<file path="config.mk">
export PLATFORM = sky130hd
export DESIGN_NAME = frame_update_sequencer
export DESIGN_NICKNAME = d
export VERILOG_FILES = /design/src/rtl/frame_update_sequencer.sv
export SDC_FILE = /design/constraint.sdc
export NUM_CORES = 1
export LEC_CHECK = 0
export ABC_AREA = 1
export CORE_ASPECT_RATIO = 1.2
export CORE_MARGIN = 3
export CORE_UTILIZATION = 57
export CTS_CLUSTER_SIZE = 24
export DETAILED_ROUTE_END_ITERATION = 12
export PLACE_DENSITY = 0.95
export SYNTH_ARGS = -nofsm -noshare
export SYNTH_HDL_FRONTEND = slang
export SYNTH_SLANG_ARGS = --single-unit
</file>
<file path="constraint.sdc">
create_clock -name Clk -period 2.7 [get_ports Clk]
set_input_delay 0.54 -clock Clk [delete_from_list [all_inputs] [get_ports Clk]]
set_output_delay 0.54 -clock Clk [all_outputs]
set_load 0.02 [all_outputs]
</file>
<file path="src/rtl/frame_update_sequencer.sv">
// rtl/frame_update_sequencer.sv - per-frame scheduler granting one object-update slot at a time
module frame_update_sequencer #(
   parameter int ALIEN_DIV = 8,
   parameter int TIMEOUT   = 1023
) (
   input  logic        Clk,
   input  logic        Reset,
   input  logic        Frame_start,
   input  logic        Enable,
   input  logic [3:0]  Upd_done,
   input  logic        Err_clr,
   output logic [3:0]  Upd_start,
   output logic        Busy,
   output logic [15:0] Frame_cnt,
   output logic        Overrun,
   output logic        Timeout_err
);

   localparam int DW = (ALIEN_DIV > 1) ? $clog2(ALIEN_DIV) : 1;
   localparam int TW = $clog2(TIMEOUT + 1);
   localparam logic [DW-1:0] DIV_LAST = DW'(ALIEN_DIV - 1);
   localparam logic [TW-1:0] TO_LAST  = TW'(TIMEOUT - 1);

   typedef enum logic [1:0] {S_IDLE, S_START, S_WAIT, S_SKIP} state_t;

   state_t        state, state_nx;
   logic [1:0]    idx, idx_nx;
   logic [DW-1:0] div;
   logic          alien_en;
   logic [TW-1:0] tmo_cnt;
   logic          accept, done_sel, expired, advance, tmo_hit, ovr_hit;

   // Next state: done is honoured from the edge ending START, so a done coincident
   // with the strobe retires the slot with no idle gap
   always_comb begin
      done_sel = Upd_done[idx];
      accept   = (state == S_IDLE) && Frame_start && Enable;
      expired  = (state == S_WAIT) && (tmo_cnt == TO_LAST);
      advance  = ((state == S_START) || (state == S_WAIT)) && (done_sel || expired);
      tmo_hit  = advance && !done_sel;
      ovr_hit  = Frame_start && (state != S_IDLE);
      state_nx = state;
      idx_nx   = idx;
      case (state)
         S_IDLE: begin
            if (accept) begin
               state_nx = S_START;
               idx_nx   = 2'd0;
            end
         end
         S_START, S_WAIT: begin
            if (advance) begin
               if (idx == 2'd3) begin
                  state_nx = S_IDLE;
                  idx_nx   = 2'd0;
               end else begin
                  idx_nx   = idx + 2'd1;
                  state_nx = ((idx == 2'd1) && !alien_en) ? S_SKIP : S_START;
               end
            end else begin
               state_nx = S_WAIT;
            end
         end
         S_SKIP: begin
            idx_nx   = idx + 2'd1;
            state_nx = S_START;
         end
         default: begin
            state_nx = S_IDLE;
            idx_nx   = 2'd0;
         end
      endcase
   end

   // State, slot index and per-slot wait counter (cleared outside WAIT)
   always_ff @(posedge Clk) begin
      if (!Reset) begin
         state   <= S_IDLE;
         idx     <= 2'd0;
         tmo_cnt <= '0;
      end else begin
         state <= state_nx;
         idx   <= idx_nx;
         if (state == S_WAIT) tmo_cnt <= tmo_cnt + TW'(1);
         else                 tmo_cnt <= '0;
      end
   end

   // Accepted-frame counter and alien formation divider
   always_ff @(posedge Clk) begin
      if (!Reset) begin
         Frame_cnt <= 16'd0;
         div       <= '0;
         alien_en  <= 1'b0;
      end else if (accept) begin
         Frame_cnt <= Frame_cnt + 16'd1;
         alien_en  <= (div == '0);
         div       <= (div == DIV_LAST) ? '0 : div + DW'(1);
      end
   end

   // Sticky error flags; a new event on the clearing edge keeps the flag set
   always_ff @(posedge Clk) begin
      if (!Reset) begin
         Overrun     <= 1'b0;
         Timeout_err <= 1'b0;
      end else begin
         if (ovr_hit)      Overrun <= 1'b1;
         else if (Err_clr) Overrun <= 1'b0;
         if (tmo_hit)      Timeout_err <= 1'b1;
         else if (Err_clr) Timeout_err <= 1'b0;
      end
   end

   // Outputs decoded from registered state: one-hot strobe only in START
   always_comb begin
      Busy      = (state != S_IDLE);
      Upd_start = 4'b0000;
      if (state == S_START) Upd_start[idx] = 1'b1;
   end

endmodule

</file>
==> results of run 1 <==
## power by group through the flow
| stage | sequential (mW) | clock [mW] | combinational [mW] |
|---|---|---|---|
| after floorplan | 0.635 | 0 | 0.357 |
| after global placement | 0.637 | 0 | 0.485 |
| after detailed placement | 0.639 | 0 | 0.505 |
| after CTS | 0.627 | 0.304 | 0.516 |
| after global routing | 0.634 | 0.324 | 0.586 |
| final | 0.627 | 0.292 | 0.514 |
## cell type report
class                   count  share of cell area (%)
inverters                  45                    7.37
multi-input cells         181                    43.5
clock buffers               8                    2.53
repair buffers             32                    13.7
flip-flops and latches     36                    31.0
well taps                  36                    1.94
## per-layer routing
layer / routed length, µm / GRT usage [%]
met1: 1650 / 24.2
met2: 1870 / 35.9
met3: 182 / 5.77
met4: 48 / 7.30
met5: 0 / 0
## critical path: stages (launching register included)
cell                              delay (ps)
sky130_fd_sc_hd__dfxtp_1                 410
sky130_fd_sc_hd__inv_1                   100
sky130_fd_sc_hd__ha_1                    250
sky130_fd_sc_hd__inv_1                   120
sky130_fd_sc_hd__clkdlybuf4s50_1         620
## Yosys cell counts (all sizes together)
master / n
nand4: 6
nand3b: 1
dfxtp: 36
a31oi: 3
inv: 44
nor4b: 1
nand2: 56
a211oi: 1
o211ai: 1
clkbuf: 2
ha: 15
buf: 1
nor3: 4
a21oi: 20
and3: 1
clkinv: 1
nand3: 18
xor2: 2
xnor2: 2
nor2: 38
o21ai: 12
## logic make-up (layout without fill, tap and decap cells)
logic type / Yosys count / count (layout) / share of synthesized area [%]
adders and majority gates: 15 / 15 / 9.79
AOI/OAI and AO/OA: 37 / 37 / 10.1
xor gates and xnor gates: 4 / 4 / 1.83
DFF: 36 / 36 / 37.6
and+or+nand+nor: 125 / 125 / 31.1
buffers and inverters: 48 / 85 / 9.60
## state kept, by name, summed over array words and instances, names as in the netlist
name and count:
Timeout_err 1, alien_en 1, Frame_cnt 16, div 3
Overrun 1, idx 2, state 2, tmo_cnt 10
## per-stage QoR
stage | power (mW) | cell area, µm² | setup WS [ps] | util (%)
finish | 1.43 | 2330 | 325 | 74.1
global route | 1.54 | 2330 | 238 | 74.1
CTS | 1.45 | 2330 | 313 | 74.1
detailed placement | 1.14 | 2270 | 581 | 72.2
global placement | 1.12 | 2270 | 633 | 72.2
floorplan | 0.992 | 1920 | 1320 | -
## worst paths after layout
check         startpoint            to  slack, ps  depth (start not counted)
max             state[0]          Busy        330                          4
min          Timeout_err   Timeout_err        470                          2
max reg2reg     state[0]  Frame_cnt[8]        970                          8
min reg2reg  Timeout_err   Timeout_err        470                          2
==> flow_summary_export.csv, run 1 <==
group,metric,value,unit
power,internal_power,0.904,mW
sta,hold_viol,0,
power,seq_power_share,43.7,%
clock_network,source_to_sink_clock_delay_at_the_later_pin_of_the_worst_skew_pair,340,ps
floorplanning,die_height,69.5,µm
sta,setup_viol,0,
clock_network,clk_path_buf_depth,2,
clock_network,clk_root_buffer_cell,"sky130_fd_sc_hd__clkbuf_4",
placed_design,placed_cells_incl_taps,330,
drt,remaining_drc_errors,0,
sta,setup_total_negative_slack,0,ps
setup_path,setup.worst_path.start_class,"register",
power,switching_share,36.9,%
sta,setup_repair_after_global_routing_missed_its_margin,"false",
flow_run,max-cap-violations,0,
floorplanning,io-pin-count,32,
power,power.share.clock,20.4,%
synth,number_of_synthesized_register_bits,36,
placed_design,detailedPlacementHpwl,2910,µm
clock_network,clk_pin_slew,100,ps
synth,synth.cell_area,0.00192,mm²
clock_network,htree_num_levels,2,
sta,hold_ws,471,ps
cells_and_area,seq_area,721,µm²
floorplanning,rows,22,
cells_and_area,areaGrowthSynthToFinish,21.3,%
power,leakage,0.903,nW
cells_and_area,most_frequent_cells_in_the_layout,"sky130_fd_sc_hd__nand2_1 (54), sky130_fd_sc_hd__dfxtp_1 (36), sky130_fd_sc_hd__inv_1 (35)",
synth,synthesis.instances,265,
floorplanning,floorplan.die_area,0.00410,mm²
setup_path,worstPathMaxFanout,4,
power,power.net_switching,0.529,mW
clock_network,clock_sink_count,36,
global_route,globalRoute.totalOverflow,0,
status,outcome,"finished clean",
drt,detail_route.first_pass.iterations,4,
sta,fin_crit,2370,ps
global_route,groute.usage.overall,20.9,%
sta,finClkSkew,13.8,ps
sta,drv_slew,0,
cells_and_area,n_antenna_cell,0,
synth,synth_cell_types,30,
placed_design,finalWeightedCongestion,0.828,
floorplanning,design.core.area,0.00314,mm²
cells_and_area,final_nets,325,
clock_network,total_clock_buffers_created_by_cts,5,
cells_and_area,area_of_combinational_cells_with_multiple_inputs,0.00101,mm²
global_route,vias_in_the_first_global_route,1698,
floorplanning,initial_util,61.1,%
clock_network,cts_repair_resize_count,0,
power,comb_power_share,35.9,%
drt,dr_total_vias,1748,
clock_network,cts_setup_buffers,0,
setup_path,worst_setup_end_kind,"output port",
clock_network,clock_tree_from_tritoncts,"done",
sta,worstMarginPinSlew,326,ps
floorplanning,die_width,58.9,µm
drt,routed_wire_length_per_instance,11.1,µm
drt,routed_wl,3750,µm
global_route,antenna_found_initial,0,
global_route,pin_count_of_the_biggest_net_entering_global_routing,13,
min_path,worst_min_delay_path_class,"reg2reg",
drt,drt_iter0_drc,55,
synth,synthDominantAreaCellType,"sky130_fd_sc_hd__dfxtp_1",
synth,synth_warnings,0,
sta,slew-limit-headroom,78.3,%
cells_and_area,fillers,248,
power,irDropWorstVdd,0.534,mV
synth,mappedNetlistNets,289,
global_route,grt_pass1_wl,6890,µm
synth,yosys.area.top_type_share,37.6,%
setup_path,worstPathRequired,2160,ps
cells_and_area,fin_cells,338,
setup_path,worst-setup-path-type,"reg2out",
synth,synthesis.area_per_instance,7.23,µm²
sta,timing.final.crit_share,87.9,%
placed_design,buffer_ports.inserted,31,
sta,max_freq,0.421,GHz
setup_path,worst-endpoint-arrival,1830,ps
synth,yosysSeqAreaShare,37.6,%
cells_and_area,final_common_cell,"sky130_fd_sc_hd__nand2_1",
clock_network,cts-hold-fix-buffers,0,
cells_and_area,fraction_of_layout_instances_using_a_drive_strength_above_1,9.60,%
drt,drt-vias-per-instance,5.17,
drt,antenna_left,0,
power,pwr_density,616,mW/mm²
synth,ys_top_cells_by_area,"sky130_fd_sc_hd__dfxtp_1 (38%), sky130_fd_sc_hd__nand2_1 (11%), sky130_fd_sc_hd__ha_1 (9.8%)",
No activity file was read; power rests on OpenSTA's default activity.
==> inputs of run 2 (changes only) <==
--- a/config.mk
+++ b/config.mk
@@ -11,7 +11,8 @@
 export CORE_UTILIZATION = 57
 export CTS_CLUSTER_SIZE = 24
 export DETAILED_ROUTE_END_ITERATION = 12
-export PLACE_DENSITY = 0.95
+export PLACE_DENSITY = 0.91
+export SETUP_SLACK_MARGIN = 0.2
 export SYNTH_ARGS = -nofsm -noshare
 export SYNTH_HDL_FRONTEND = slang
 export SYNTH_SLANG_ARGS = --single-unit
==> run 2 against run 1 <==
Sequential power barely moved; sequential cell count did not move; highest routed layer unchanged; critical path depth did not move; critical path type unchanged; non-clock buffer count did not move.
==> flow_summary_export.csv, run 2 (same netlist as run 1, synthesis figures left out) <==
group,metric,value,unit
status,outcome,"finished clean",
power,power.share.clock,20.9,%
clock_network,cts_repair_resize_count,0,
clock_network,clock_sink_count,36,
floorplanning,die_height,69.5,µm
setup_path,worst-setup-path-type,"reg2out",
clock_network,clk_pin_slew,110,ps
placed_design,buffer_ports.inserted,31,
clock_network,clock_tree_from_tritoncts,"done",
cells_and_area,final_nets,325,
cells_and_area,area_of_combinational_cells_with_multiple_inputs,0.00101,mm²
setup_path,worstPathRequired,2160,ps
setup_path,worst_setup_end_kind,"output port",
cells_and_area,n_antenna_cell,0,
floorplanning,io-pin-count,32,
drt,routed_wire_length_per_instance,11.4,µm
cells_and_area,largest_register_ffs,16,
clock_network,total_clock_buffers_created_by_cts,5,
floorplanning,initial_util,61.1,%
placed_design,placed_cells_incl_taps,330,
setup_path,worst_path_max_delay_cell,"sky130_fd_sc_hd__clkdlybuf4s50_1",
placed_design,finalWeightedCongestion,0.822,
cells_and_area,max_flop_register,"Frame_cnt",
setup_path,critPathMostFrequentCell,"sky130_fd_sc_hd__inv_1",
sta,setup_viol,0,
sta,drv_slew,0,
power,pwr_density,622,mW/mm²
sta,finClkSkew,7.61,ps
cells_and_area,most_frequent_cells_in_the_layout,"sky130_fd_sc_hd__nand2_1 (54), sky130_fd_sc_hd__dfxtp_1 (36), sky130_fd_sc_hd__inv_1 (35)",
power,switching_share,37.4,%
sta,timing.final.crit_share,87.0,%
placed_design,pre_cts_ws,585,ps
placed_design,detailedPlacementHpwl,2970,µm
sta,postLayoutSetupSlackWorst,350,ps
clock_network,htree_num_levels,2,
cells_and_area,seq_area,721,µm²
global_route,globalRoute.totalOverflow,0,
flow_run,max-cap-violations,0,
global_route,grt_pass1_wl,6940,µm
drt,dr_total_vias,1737,
cells_and_area,fillers,263,
clock_network,source_to_sink_clock_delay_at_the_later_pin_of_the_worst_skew_pair,340,ps
clock_network,clk_root_buffer_cell,"sky130_fd_sc_hd__clkbuf_4",
sta,fin_crit,2350,ps
setup_path,path_cells,"inv_1 > ha_1 > inv_1 > clkdlybuf4s50_1",
power,power.net_switching,0.542,mW
global_route,antenna_found_initial,0,
drt,antenna_left,0,
setup_path,path_buf_inv,3,
clock_network,cts-hold-fix-buffers,0,
sta,setup_repair_after_global_routing_missed_its_margin,"false",
drt,drt-vias-per-instance,5.14,
drt,detail_route.first_pass.iterations,4,
min_path,worst_min_delay_path_class,"reg2reg",
setup_path,worst-endpoint-arrival,1810,ps
sta,worstMarginPinSlew,378,ps
global_route,pin_count_of_the_biggest_net_entering_global_routing,13,
sta,slew-limit-headroom,74.7,%
power,comb_power_share,35.9,%
placed_design,detailed_place.area,0.00227,mm²
power,seq_power_share,43.2,%
sta,hold_viol,0,
cells_and_area,final_common_cell,"sky130_fd_sc_hd__nand2_1",
power,irDropWorstVdd,0.502,mV
sta,max_freq,0.425,GHz
global_route,vias_in_the_first_global_route,1668,
drt,remaining_drc_errors,0,
power,leakage,0.903,nW
power,internal_power,0.906,mW
floorplanning,design.core.area,0.00314,mm²
setup_path,largest_stage_delay_on_the_critical_path,630,ps
cells_and_area,fin_cells,338,
floorplanning,rows,22,
cells_and_area,largestRegisters,"Frame_cnt (16), tmo_cnt (10), div (3)",
cells_and_area,fraction_of_layout_instances_using_a_drive_strength_above_1,9.60,%
cells_and_area,layout.cell_area.non_filler,0.00233,mm²
floorplanning,die_width,58.9,µm
sta,hold_ws,467,ps
cells_and_area,areaGrowthSynthToFinish,21.3,%
sta,setup_total_negative_slack,0,ps
clock_network,cts_setup_buffers,0,
drt,drt_iter0_drc,85,
global_route,groute.usage.overall,21.5,%
setup_path,timing.critical_path.max_delay_family,"buffers and inverters",
setup_path,worstPathMaxFanout,4,
clock_network,clk_path_buf_depth,2,
floorplanning,floorplan.die_area,0.00410,mm²
drt,routed_wl,3850,µm
setup_path,setup.worst_path.start_class,"register",
## run 2: per-layer routing
layer | vias up | wire, µm | global-route usage, %
li1 | 916 | - | -
met1 | 768 | 1660 | 26.7
met2 | 44 | 1910 | 35.1
met3 | 9 | 197 | 6.70
met4 | 0 | 73 | 6.05
met5 | - | 0 | 0
## run 2: through the flow
stage	utilization [%]	power [mW]
after detailed placement	72.2	1.15
final	74.1	1.45
after global routing	74.1	1.55
after global placement	72.2	1.13
after floorplan	-	0.992
after CTS	74.1	1.45
## run 2: area by class of cell
| cell class | count | share of cell area (%) |
|---|---|---|
| inverter | 45 | 7.37 |
| multi-input combinational | 181 | 43.5 |
| clock buffer | 8 | 2.53 |
| tap | 36 | 1.94 |
| timing repair buffer | 32 | 13.7 |
| sequential | 36 | 31.0 |
## run 2: power by group through the flow
stage	registers (mW)	logic (mW)	clock network, mW
floorplan	0.635	0.357	0
global placement	0.636	0.498	0
detailed placement	0.638	0.511	0
CTS	0.625	0.521	0.305
global route	0.633	0.588	0.330
finish	0.625	0.520	0.303
## run 2: worst paths after layout
path,from,end,slack (ps),depth (start not counted)
hold / removal,tmo_cnt[0],tmo_cnt[0],470,1
setup reg to reg,state[1],Frame_cnt[6],980,8
hold reg to reg,tmo_cnt[0],tmo_cnt[0],470,1
setup / recovery,state[1],Busy,350,4
## run 2: worst reg2reg max path: cells and delay by family (launching register included)
family,cells,cell delay (ps)
adder cells (fa/ha/maj),1,220
buffers and inverters,2,310
AND/OR/NAND/NOR,4,550
flip-flops,1,350
XOR/XNOR,1,170
